<file path="config.mk">
export PLATFORM = sky130hd
export DESIGN_NAME = shift_left_iter_flat
export DESIGN_NICKNAME = d
export VERILOG_FILES = /design/src/rtl/shift_left_iter_if.sv /design/src/rtl/shift_left_iter.sv /design/src/flat_wrapper.sv
export SDC_FILE = /design/constraint.sdc
export NUM_CORES = 1
export LEC_CHECK = 0
export ABC_AREA = 1
export CAP_MARGIN = 20
export CORE_UTILIZATION = 30
export CTS_CLUSTER_DIAMETER = 150
export DETAILED_ROUTE_END_ITERATION = 8
export HOLD_SLACK_MARGIN = 0.05
export SYNTH_ARGS = -nofsm -noshare
export SYNTH_HDL_FRONTEND = slang
export SYNTH_SLANG_ARGS = --single-unit
</file>
<file path="constraint.sdc">
create_clock -name clk -period 2.45 [get_ports clk]
set_input_delay 0.245 -clock clk [delete_from_list [all_inputs] [get_ports clk]]
set_output_delay 0.245 -clock clk [all_outputs]
set_load 0.05 [all_outputs]
</file>
<file path="src/rtl/shift_left_iter_if.sv">
// Request/response bundle for the iterative left shifter: operands in,
// shifted result out, each side with its own valid/ready handshake.
interface shift_left_iter_if #(
    parameter int WIDTH = 32,
    parameter int DEPTH = 5
);
    logic             in_valid;
    logic             in_ready;
    logic [WIDTH-1:0] a;
    logic [DEPTH-1:0] b;
    logic             c;
    logic             out_valid;
    logic             out_ready;
    logic [WIDTH-1:0] out;

    modport master (
        output in_valid, a, b, c, out_ready,
        input  in_ready, out_valid, out
    );

    modport slave (
        input  in_valid, a, b, c, out_ready,
        output in_ready, out_valid, out
    );
endinterface

</file>
<file path="src/rtl/shift_left_iter.sv">
// Multi-cycle fill left shifter: out = (a << b) with vacated LSBs set to c,
// resolving one bit of b per cycle through a single shared shift stage.
module shift_left_iter #(
    parameter int WIDTH = 32,
    parameter int DEPTH = 5
) (
    input  logic             clk,
    input  logic             rst_n,
    input  logic             flush,
    shift_left_iter_if.slave bus
);
    localparam int CNT_W = (DEPTH > 1) ? $clog2(DEPTH) : 1;

    typedef enum logic [1:0] {IDLE, SHIFT, DONE} state_t;

    state_t           state_reg;
    logic [WIDTH-1:0] acc_reg;
    logic [DEPTH-1:0] amt_reg;
    logic             fill_reg;
    logic [CNT_W-1:0] cnt_reg;
    logic             out_valid_reg;
    logic [WIDTH-1:0] out_reg;

    logic [DEPTH:0]   sh;
    logic [WIDTH-1:0] fill_mask;
    logic [WIDTH-1:0] shifted;
    logic [WIDTH-1:0] acc_next;
    logic             last_stage;

    // Stage distance is 2^cnt; distances >= WIDTH clear acc and fill every bit.
    assign sh = (DEPTH+1)'(1) << cnt_reg;

    generate
        for (genvar gi = 0; gi < WIDTH; gi++) begin : g_mask
            assign fill_mask[gi] = (32'(sh) > gi);
        end
    endgenerate

    assign shifted    = (acc_reg << sh) | (fill_mask & {WIDTH{fill_reg}});
    assign acc_next   = amt_reg[cnt_reg] ? shifted : acc_reg;
    assign last_stage = (cnt_reg == CNT_W'(DEPTH - 1));

    assign bus.in_ready  = (state_reg == IDLE);
    assign bus.out_valid = out_valid_reg;
    assign bus.out       = out_reg;

    always_ff @(posedge clk or negedge rst_n) begin
        if (!rst_n) begin
            state_reg     <= IDLE;
            acc_reg       <= '0;
            amt_reg       <= '0;
            fill_reg      <= 1'b0;
            cnt_reg       <= '0;
            out_valid_reg <= 1'b0;
            out_reg       <= '0;
        end else if (flush) begin
            state_reg     <= IDLE;
            out_valid_reg <= 1'b0;
            out_reg       <= '0;
        end else begin
            case (state_reg)
                IDLE: begin
                    if (bus.in_valid) begin
                        acc_reg   <= bus.a;
                        amt_reg   <= bus.b;
                        fill_reg  <= bus.c;
                        cnt_reg   <= '0;
                        state_reg <= SHIFT;
                    end
                end
                SHIFT: begin
                    acc_reg <= acc_next;
                    cnt_reg <= cnt_reg + 1'b1;
                    // Result is published straight from the final stage so
                    // out only ever carries a finished value.
                    if (last_stage) begin
                        state_reg     <= DONE;
                        out_valid_reg <= 1'b1;
                        out_reg       <= acc_next;
                    end
                end
                DONE: begin
                    if (bus.out_ready) begin
                        state_reg     <= IDLE;
                        out_valid_reg <= 1'b0;
                        out_reg       <= '0;
                    end
                end
                default: begin
                    state_reg     <= IDLE;
                    out_valid_reg <= 1'b0;
                    out_reg       <= '0;
                end
            endcase
        end
    end
endmodule
</file>
<file path="src/flat_wrapper.sv">
// flat-port wrapper written by rule: the top's interface ports become plain ports
module shift_left_iter_flat 
#(
    parameter int WIDTH = 32,
    parameter int DEPTH = 5
)
  (clk, rst_n, flush, bus_in_valid, bus_a, bus_b, bus_c, bus_out_ready, bus_in_ready, bus_out_valid, bus_out);
  shift_left_iter_if #(.WIDTH(WIDTH), .DEPTH(DEPTH)) bus_i ();
  input  logic clk;
  input  logic rst_n;
  input  logic flush;
  input wire logic [$bits(bus_i.in_valid)-1:0] bus_in_valid;
  input wire logic [$bits(bus_i.a)-1:0] bus_a;
  input wire logic [$bits(bus_i.b)-1:0] bus_b;
  input wire logic [$bits(bus_i.c)-1:0] bus_c;
  input wire logic [$bits(bus_i.out_ready)-1:0] bus_out_ready;
  output wire logic [$bits(bus_i.in_ready)-1:0] bus_in_ready;
  output wire logic [$bits(bus_i.out_valid)-1:0] bus_out_valid;
  output wire logic [$bits(bus_i.out)-1:0] bus_out;
  assign bus_i.in_valid = bus_in_valid;
  assign bus_i.a = bus_a;
  assign bus_i.b = bus_b;
  assign bus_i.c = bus_c;
  assign bus_i.out_ready = bus_out_ready;
  assign bus_in_ready = bus_i.in_ready;
  assign bus_out_valid = bus_i.out_valid;
  assign bus_out = bus_i.out;
  shift_left_iter #(.WIDTH(WIDTH), .DEPTH(DEPTH)) u_core (.clk(clk), .rst_n(rst_n), .flush(flush), .bus(bus_i));
endmodule
</file>
==> results.md <==
* Status: finished, final reports clean
* Total length of routed wires at 20400 um
* Number of I/O pins at 77
* Area Growth Syn to Fin at 26.4%
* Worst R2R Start: u_core.cnt_reg[1]
* Most used cell, CP: nand2_1
* CP startpoint kind: register
* Share of cells above drive strength 1 at 9.56%
* Fraction of registers with async set/reset at 100%
* Wire per inst at 17.2 um
* Mux contribution to synthesized area at 1.00%
* Largest net degree at the start of global routing at 62
* Critical Path Stages at 18
* Worst setup path start: u_core.cnt_reg[1]
* WP data arrival at 2.56 ns
* Max clock buf depth at 2
* Grt ovf at 0
* ANT cells at 0
* RSZ-0062 raised after global routing: false
* Synth Area in XOR/XNOR at 0%
* Area of the multi-input gates at 3310 um2
* CTS tree: done
* Crit path max fanout at 10
* DIE AREA at 19300 um2
* Commonest cells after routing, fill and taps aside: nand2_1, nand3_1, nor2_1
* Final nets at 1005
* Yosys reg bits at 76
* Port bufs at 76
* Worst setup margin at 0.172 ns
* Num CTS Buffers at 9
* # H-tree levels at 3
* Worst-Skew Late Latency at 0.35 ns
* # DRC at 0
* Die X at 139 um
* Pwr dens at 1660 nW/um2
* Syn. warnings at 0
* Die Y at 139 um
* Slowest stage cell on the critical path: dfrtp_1
* End point of the critical path: u_core.acc_reg[23]
* Mapped Area at 5630 um2
* Final hold violations at 0
* Initial antenna violation count at 0
* Worst R2R End: u_core.acc_reg[23]
* Ys flop type: dfrtp_1
* Hold Path Class: primary input to async pin
* Number of global-route vias before repair at 6017
* # Max-Cap Violations at 0
* Placed inst area at 6760 um2
* Setup-failing EPs final at 0
* Worst VDD drop at 0.000563 V
* Fin area at 7110 um2
* CTS clk-pin slew, worst paths at 0.07 ns
* Critical path required time at 2.74 ns
* Simple-gate share of the synthesized area at 46.5%
* Cell family with most CP delay: simple AND/OR/NAND/NOR gates
* Crit end category: register
* Pre-antenna DRT Iters at 7
* Depth of the most critical reg-to-reg path at 18
* Max_slew headroom at 54.0%
* Util after Layout at 39.2%
* Fmax at 0.439 GHz
* Core area at 18100 um2
* Register area at 1900 um2
* Vias per std cell at 5.27
* Clock sinks at 76
* Worst hold margin at 0.437 ns
* Initial Utilization at 31.0%
* Post-route antenna net violation count at 0
* Synth cell types at 37
* Via count at 6279
* Minimum clock period at 2.28 ns
* Post-synthesis compound-gate area fraction at 9.72%
* Layout fillers at 1960
* Setup slack, reg-to-reg at 0.17 ns
* Syn Area/Cell at 6.39 um2
* WS Path Type: register to register
* Peak per-stage delay on the critical path at 0.43 ns
* CP cell instances: inv_2, ha_2, buf_4, inv_4, nor2_8, buf_4, nand2_1, nand3_1, nand3_1, nand3_1, nand2_1, inv_1, nand2_1, nand2_1, nand2_1, nand2_1, nand2_1, nand2_1
* Setup TNS at 0 ns
* Adder-Cell Fraction of Synth Area at 1.11%
* Drt initial violations at 656
* Root buf cell: clkbuf_16
* Post-DP HPWL at 14900 um
* Tcrit/Tclk final at 93.0%
* Rows at 49
* GRT Overall Usage at 21.7%
* Clk_skew at 0.0100 ns
* Dpl ws at 0.122 ns
* Worst-Margin Slew at 0.690 ns
* LEAKAGE at 3.38 nW
* Largest family of logic cells by synthesized area: simple AND/OR/NAND/NOR gates
* Register area share after synthesis at 33.8%
* Mapped Nets at 929
* Final GP Congestion at 0.954
* Post-synth EDFFs at 0
* Synth Instances at 881
* First-pass GRT wire length at 33100 um
* Final Max Slew Viols at 0
* Leading cell type in the layout, fill and taps excluded: nand2_1
* Worst path buffer plus inverter count at 5
[layout make-up]
cell class / instances / share of cell area [%]
clock buffers: 10 / 3.22
clock inverters: 6 / 1.35
inverters: 40 / 2.43
flip-flops and latches: 76 / 26.7
repair buffers: 113 / 15.7
well taps: 229 / 4.03
multi-input cells: 717 / 46.6
[how the worst min path moves through the flow]
stage / end / slack, ns
6_report: u_core.bus.out_valid / 0.44
5_1_grt: u_core.state_reg[1] / 0.48
4_1_cts: u_core.state_reg[1] / 0.44
3_5_place_dp: u_core.state_reg[1] / 0.27
3_3_place_gp: u_core.state_reg[0] / 0.27
2_1_floorplan: u_core.acc_reg[0] / -0.05
[routing by layer]
layer  wire [um]  track usage [%]
met1        9450             30.2
met2        9080             33.1
met3        1250             3.21
met4         663             9.65
met5           0                0
[through the flow]
step / instances / total power, mW
CTS: 1191 / 11.7
detailed placement: 1174 / 10.1
global placement: 1174 / 10.2
global route: 1191 / 12.7
finish: 1191 / 11.8
floorplan: 881 / 7.68
[power breakdown]
part | internal [mW] | total [mW] | switching (mW)
registers | 1.70 | 2.16 | 0.464
logic | 2.66 | 8.10 | 5.44
clock network | 0.906 | 1.51 | 0.601
[what timing repair did]
item,in CTS,in global routing
buffers inserted,0,0
setup endpoints to repair,0,28
endpoints found under the hold margin,37,0
gates resized for setup,0,11
hold buffers,1,0
[logic make-up after synthesis]
logic type	count (synthesis)
adder cells (fa/ha/maj)	5
multiplexers	5
AO/OA/AOI/OAI	103
buffers and inverters	88
flip-flops	76
AND/OR/NAND/NOR	604
[synthesized netlist by cell type (all sizes together) (3+ instances only)]
| library cell | instances | share of area [%] |
|---|---|---|
| dfrtp | 76 | 34 |
| nand2 | 322 | 22 |
| clkbuf | 10 | 0.67 |
| mux2 | 5 | 1.0 |
| o21ai | 73 | 6.5 |
| o211ai | 3 | 0.40 |
| nor2 | 88 | 6.6 |
| inv | 40 | 3.0 |
| or2 | 3 | 0.33 |
| ha | 5 | 1.1 |
| buf | 38 | 4.2 |
| nand3 | 187 | 17 |
| a21oi | 20 | 2.0 |
Power figures use the tool's default switching activity.
